$ cat src/rtl/sseg_pkg.sv
// Shared definitions for the multiplexed seven-segment display driver.
//   SEG_OFF  : active-low segment pattern with every segment dark
//   PHASES   : PWM phases per digit slot
//   HEX_SEG  : active-low hex font, bit 6 = g .. bit 0 = a
//   slot_t   : per-slot snapshot of the inputs for the digit being shown
package sseg_pkg;

  localparam logic [6:0] SEG_OFF = 7'h7F;
  localparam int         PHASES  = 16;

  localparam logic [6:0] HEX_SEG [16] = '{
    7'h40, 7'h79, 7'h24, 7'h30, 7'h19, 7'h12, 7'h02, 7'h78,
    7'h00, 7'h10, 7'h08, 7'h03, 7'h46, 7'h21, 7'h06, 7'h0E
  };

  typedef struct packed {
    logic [3:0] digit;
    logic       dp;
    logic       en;
    logic       lz;
    logic [3:0] bright;
  } slot_t;

endpackage

$ cat src/rtl/hex7seg_decoder.sv
// Combinational hex to active-low seven-segment decoder.
//   hex : 4-bit value 0..F
//   seg : active-low segments, seg[6]=g .. seg[0]=a
module hex7seg_decoder
  import sseg_pkg::*;
(
  input  logic [3:0] hex,
  output logic [6:0] seg
);

  always_comb begin
    seg = HEX_SEG[hex];
  end

endmodule

$ cat src/rtl/sseg_mux_driver_n.sv
// Time-multiplexed driver for NUM_DIGITS common-anode seven-segment digits
// with per-digit decimal point and enable, leading-zero blanking, 4-bit PWM
// brightness and a dark phase 0 in every slot for anti-ghosting.
//   clk        : system clock, rising edge
//   reset      : synchronous, active-low
//   digits     : packed hex values, digit i = digits[4*i+3:4*i], digit 0 rightmost
//   dp_in      : decimal point request per digit, 1 = lit
//   en         : digit enable, 0 = digit dark for its slot
//   blank_lz   : 1 = suppress leading zeros
//   brightness : PWM level 0..15
//   sseg       : active-low segments (registered)
//   dp         : active-low decimal point (registered)
//   AN         : active-low anodes, at most one low (registered)
//   frame_tick : one-cycle pulse at the start of each full scan (registered)
module sseg_mux_driver_n
  import sseg_pkg::*;
#(
  parameter int NUM_DIGITS   = 8,
  parameter int PHASE_CYCLES = 6250
) (
  input  logic                    clk,
  input  logic                    reset,
  input  logic [4*NUM_DIGITS-1:0] digits,
  input  logic [NUM_DIGITS-1:0]   dp_in,
  input  logic [NUM_DIGITS-1:0]   en,
  input  logic                    blank_lz,
  input  logic [3:0]              brightness,
  output logic [6:0]              sseg,
  output logic                    dp,
  output logic [NUM_DIGITS-1:0]   AN,
  output logic                    frame_tick
);

  localparam int IDX_W = (NUM_DIGITS > 1) ? $clog2(NUM_DIGITS) : 1;
  localparam int CNT_W = (PHASE_CYCLES > 1) ? $clog2(PHASE_CYCLES) : 1;

  localparam logic [CNT_W-1:0] CNT_LAST   = CNT_W'(PHASE_CYCLES - 1);
  localparam logic [3:0]       PHASE_LAST = 4'(PHASES - 1);
  localparam logic [IDX_W-1:0] IDX_LAST   = IDX_W'(NUM_DIGITS - 1);

  logic [CNT_W-1:0]      phase_cnt_q, phase_cnt_d;
  logic [3:0]            phase_q, phase_d;
  logic [IDX_W-1:0]      idx_q, idx_d;
  logic                  started_q, started_d;
  slot_t                 slot_q, slot_d;
  logic [NUM_DIGITS-1:0] an_q, an_d;
  logic [6:0]            sseg_q, sseg_d;
  logic                  dp_q, dp_d;
  logic                  frame_tick_q, frame_tick_d;

  logic                  cnt_last;
  logic                  boundary;
  logic [IDX_W-1:0]      idx_next;
  logic [IDX_W-1:0]      sel;
  logic [NUM_DIGITS-1:0] lz_mask;
  logic [3:0]            dig_arr [NUM_DIGITS];
  logic [6:0]            seg_dec;
  logic                  phase_lit;

  always_comb begin
    for (int unsigned i = 0; i < NUM_DIGITS; i++) begin
      dig_arr[i] = digits[4*i +: 4];
    end
  end

  // Walk from the most significant digit down, tracking whether every digit
  // at or above the current position is zero.
  always_comb begin
    logic        zero_above;
    int unsigned pos;
    zero_above = 1'b1;
    lz_mask    = '0;
    for (int unsigned j = 0; j < NUM_DIGITS; j++) begin
      pos          = NUM_DIGITS - 1 - j;
      zero_above   = zero_above && (digits[4*pos +: 4] == 4'h0);
      lz_mask[pos] = blank_lz && (pos != 0) && zero_above;
    end
  end

  always_comb begin
    cnt_last    = (phase_cnt_q == CNT_LAST);
    boundary    = cnt_last && (phase_q == PHASE_LAST);
    idx_next    = (idx_q == IDX_LAST) ? '0 : idx_q + 1'b1;

    phase_cnt_d = cnt_last ? '0 : phase_cnt_q + 1'b1;
    phase_d     = cnt_last ? phase_q + 4'd1 : phase_q;
    idx_d       = boundary ? idx_next : idx_q;
    started_d   = started_q || boundary;
  end

  // Slot registers also load while reset is held, capturing digit 0 so the
  // first slot after release already has valid data without a boundary.
  always_comb begin
    sel    = reset ? idx_next : '0;
    slot_d = slot_q;
    if (boundary || !reset) begin
      slot_d.digit  = dig_arr[sel];
      slot_d.dp     = dp_in[sel];
      slot_d.en     = en[sel];
      slot_d.lz     = lz_mask[sel];
      slot_d.bright = brightness;
    end
  end

  hex7seg_decoder u_dec (
    .hex (slot_q.digit),
    .seg (seg_dec)
  );

  // Outputs are computed from the current counter state and slot registers,
  // so they trail the counters by exactly one cycle.
  always_comb begin
    phase_lit    = (phase_q != 4'd0) && (phase_q <= slot_q.bright);
    an_d         = '1;
    if (phase_lit && slot_q.en && (!slot_q.lz || slot_q.dp)) begin
      an_d[idx_q] = 1'b0;
    end
    sseg_d       = (slot_q.lz || !slot_q.en) ? SEG_OFF : seg_dec;
    dp_d         = !(slot_q.dp && slot_q.en);
    frame_tick_d = started_q && (phase_cnt_q == '0) && (phase_q == 4'd0) && (idx_q == '0);
  end

  always_ff @(posedge clk) begin
    if (!reset) begin
      phase_cnt_q  <= '0;
      phase_q      <= '0;
      idx_q        <= '0;
      started_q    <= 1'b0;
      an_q         <= '1;
      sseg_q       <= SEG_OFF;
      dp_q         <= 1'b1;
      frame_tick_q <= 1'b0;
    end else begin
      phase_cnt_q  <= phase_cnt_d;
      phase_q      <= phase_d;
      idx_q        <= idx_d;
      started_q    <= started_d;
      an_q         <= an_d;
      sseg_q       <= sseg_d;
      dp_q         <= dp_d;
      frame_tick_q <= frame_tick_d;
    end
  end

  always_ff @(posedge clk) begin
    slot_q <= slot_d;
  end

  assign sseg       = sseg_q;
  assign dp         = dp_q;
  assign AN         = an_q;
  assign frame_tick = frame_tick_q;

endmodule

$ cat config.mk
export PLATFORM = sky130hd
export DESIGN_NAME = sseg_mux_driver_n
export DESIGN_NICKNAME = d
export VERILOG_FILES = /design/src/rtl/sseg_pkg.sv /design/src/rtl/hex7seg_decoder.sv /design/src/rtl/sseg_mux_driver_n.sv
export SDC_FILE = /design/constraint.sdc
export NUM_CORES = 1
export LEC_CHECK = 0
export CAP_MARGIN = 10
export CORE_MARGIN = 2
export CORE_UTILIZATION = 65
export CTS_BUF_LIST = sky130_fd_sc_hd__clkbuf_4
export DETAILED_ROUTE_END_ITERATION = 7
export DONT_BUFFER_PORTS = 1
export GPL_TIMING_DRIVEN = 0
export PLACE_DENSITY = 0.81
export SKIP_LAST_GASP = 1
export SLEW_MARGIN = 20
export SYNTH_ARGS = -nofsm -noshare
export SYNTH_HDL_FRONTEND = slang
export SYNTH_SLANG_ARGS = --single-unit
$ cat constraint.sdc
create_clock -name clk -period 4 [get_ports clk]
set_input_delay 0.8 -clock clk [delete_from_list [all_inputs] [get_ports clk]]
set_output_delay 0.8 -clock clk [all_outputs]
set_load 0.005 [all_outputs]
==> impl_metrics.csv <==
group,metric,value,unit
run_status,status,"finished clean",
clock_tree,cts_tree,"done",
synthesis,synthesis.yosys.warnings,0,
grt,grt_overflow,0,
layout,final_layout_size_suffix_gt1_frac,0.0462,
sta,finalMaxSlewViolations,0,
detailed_routing,drt-wirelength-per-cell,15.8,µm
critical_path,crit_path_end_kind,"register",
layout,multi_input_area,1500,µm²
grt,grt_util_met3,0.0617,
floorplan,io_pins,72,
clock_tree,cts_hold_buf,0,
critical_path,worstSetupPathType,"reg2reg",
power,pwr_density_cell,300,nW/µm²
power,vdd_drop_max,0.193,mV
synthesis,yosysUniqueCellTypes,43,
place,pre_cts_ws,1.41,ns
detailed_routing,ant_nets,0,
grt,antenna_found_initial,0,
place,dp_cells,345,
grt,gr-usage-met2,0.464,
power,internal-power,0.633,mW
power,clkPwrFrac,0.290,
clock_tree,insertion_delay,0.38,ns
power,switchingPower,0.225,mW
synthesis,syn_area,2730,µm²
floorplan,start_util,0.677,
critical_path,crit_slowest_cell,"or4_4",
detailed_routing,vias,2192,
sta,fmax,384,MHz
detailed_routing,first_pass_iters,4,
run,cap_violations,0,
synthesis,synth-seq-cells,49,
critical_path,r2r_end,"slot_q[9]",
synthesis,async_flop_share,0,
layout,area_growth,4.72,%
synthesis,ys_seq_area_frac,0.400,
critical_path,max_stage_delay,0.56,ns
layout,nets,375,
detailed_routing,routed_wl,5570,µm
synthesis,synth_edf_count,11,
synthesis,synthCells,295,
place,dpl_cell_area,2790,µm²
clock_tree,postCtsSetupBuffers,0,
layout,layout.area.seq,1090,µm²
critical_path,worst_ep_required_time,4.03,ns
layout,fillers,328,
sta,min_period,2.61,ns
sta,worstMarginPinSlew,0.826,ns
floorplan,coreArea,4030,µm²
power,swShare,0.262,
sta,hold_viol_final,0,
clock_tree,h-tree-depth,2,
synthesis,avgSynthCellArea,9.25,µm²
floorplan,die_y,68.8,µm
synthesis,syn_nets,368,
critical_path,cp_data_arrival_time,2.64,ns
detailed_routing,first_iter_violations,105,
critical_path,critPathCapture,"slot_q[9]",
critical_path,crit_chain,"or4_4 -> nor4_4 -> and4_1 -> buf_6 -> nand2b_1",
sta,finalSetupViolations,0,
sta,setup_slack,1.39,ns
critical_path,cp_num_cells,5,
grt,grt_pass1_wl,9250,µm
sta,setup-tns-final,0,ns
floorplan,die_area,4730,µm²
grt,busiest_layer,"met2",
power,combPwrFrac,0.088,
floorplan,die_w,68.8,µm
critical_path,reg2reg_slack,1.39,ns
layout,final_core_util,0.709,
place,io_buffer_count,0,
clock_tree,cts_buffer_depth,2,
critical_path,startpoint_type,"register",
critical_path,path_max_fanout,11,
critical_path,cp-startpoint,"phase_cnt_q[2]",
critical_path,r2r-start,"phase_cnt_q[2]",
power,p_leak,1.09,nW
sta,rsz0062_at_grt,"false",
grt,gr-usage-met1,0.319,
sta,fin_crit_sh,0.652,
grt,grt_usage,0.264,
worst_hold_path,min_path_type,"in2reg",
floorplan,rows,23,
critical_path,reg2reg_depth,5,
sta,max-slew-margin-rel,0.445,
critical_path,cp_num_buf_inv,1,
layout,layout.cells.non_filler,353,
clock_tree,cts.sinks,49,
critical_path,path_delay_family,"simple AND/OR/NAND/NOR gates",
clock_tree,cts_made_buffers,5,
clock_tree,cts-resized-gates,0,
layout,diodes,0,
grt,first_global_vias,2110,
layout,fin_area,2860,µm²
power,p_seq_frac,0.622,
synthesis,ys.flop_type,"dfxtp_1",
sta,finClkSkew,0.0181,ns
detailed_routing,drc,0,
clock_tree,path_clk_slew,0.16,ns
clock_tree,ctsRootBufferMaster,"clkbuf_4",
place,dp_hpwl,4310,µm
detailed_routing,via_per_inst,6.21,
place,gp_congestion,0.838,
grt,grt_start_max_net_pins,19,
-- synth_stat cells, types with 3 or more instances --
library cell	n	share of area
clkbuf_1	8	0.011
mux2i_1	17	0.062
o21ai_0	3	0.0055
nand4b_1	3	0.0096
nor3_1	4	0.0073
nand3_1	17	0.031
and2_1	6	0.014
o32a_1	6	0.022
ha_1	18	0.083
a211oi_1	7	0.019
nand4_1	8	0.018
nor4_1	10	0.023
edfxtp_1	11	0.12
nor2_1	26	0.036
xnor2_1	10	0.032
nor2b_1	6	0.014
inv_1	22	0.030
o311ai_0	5	0.016
nand2_1	17	0.023
dfxtp_1	38	0.28
o211a_1	7	0.026
nand2b_1	5	0.011
a21oi_1	12	0.022
-- per-layer routing --
layer / share of wire / wire length (µm) / up-vias
li1: - / - / 1086
met1: 0.43 / 2390 / 1021
met2: 0.50 / 2770 / 80
met3: 0.067 / 376 / 5
met4: 0.0070 / 39 / 0
met5: 0 / 0 / -
-- cells by family (layout without fill, tap and decap cells) --
group,Yosys count,in the layout,synth area share
adders and majority gates,18,18,0.0825
DFF,49,49,0.400
buffers and inverters,34,42,0.0509
muxes,17,17,0.0624
AOI/OAI and AO/OA,49,49,0.135
xor gates and xnor gates,12,12,0.0385
and+or+nand+nor,116,116,0.231
-- power by group through the flow --
stage | Sequential (mW) | Combinational, mW | Clock [mW]
global route | 0.537 | 0.0858 | 0.271
CTS | 0.534 | 0.0752 | 0.255
finish | 0.534 | 0.0752 | 0.249
global placement | 0.544 | 0.0731 | 0
detailed placement | 0.545 | 0.0745 | 0
floorplan | 0.541 | 0.0601 | 0
-- worst min-delay path by stage --
stage,cells past startpoint,slack (ns),from,endpoint
6_report,0,0.50,brightness[3],slot_q[3]
5_1_grt,0,0.47,brightness[3],slot_q[3]
4_1_cts,0,0.48,brightness[3],slot_q[3]
3_5_place_dp,1,0.47,started_q,started_q
3_3_place_gp,1,0.45,started_q,started_q
2_1_floorplan,1,0.43,started_q,started_q
-- flip-flops by register name, indices dropped and copies added, names as in the netlist --
register	cells
started_q	1
sseg	7
AN	8
idx_q	3
slot_q	11
phase_cnt_q	13
dp	1
frame_tick	1
phase_q	4
-- final cells by class --
class | instances | area share
buffer | 11 | 0.0184
clock buffer | 5 | 0.0131
clock inverter | 3 | 0.0101
inverter | 23 | 0.0302
multi-input combinational | 212 | 0.525
sequential | 49 | 0.382
tap | 50 | 0.0219
-- cell usage in the layout (no fill, tap or decap), drive strengths merged, types with 7 or more instances in the layout --
| cell | instances |
|---|---|
| ha | 18 |
| dfxtp | 38 |
| and2 | 8 |
| xnor2 | 10 |
| a211oi | 7 |
| nand3 | 17 |
| a21oi | 12 |
| edfxtp | 11 |
| inv | 26 |
| clkbuf | 13 |
| o211a | 7 |
| mux2i | 17 |
| nand4 | 8 |
| nor2 | 26 |
| nand2 | 17 |
| nor4 | 11 |
-- per-stage QoR --
step           hold slack (ns)  power [mW]
3_3_place_gp             0.453       0.617
3_5_place_dp             0.473       0.619
5_1_grt                  0.472       0.895
6_report                 0.495       0.858
2_1_floorplan            0.432       0.601
4_1_cts                  0.483       0.864
Power figures use the tool's default switching activity.
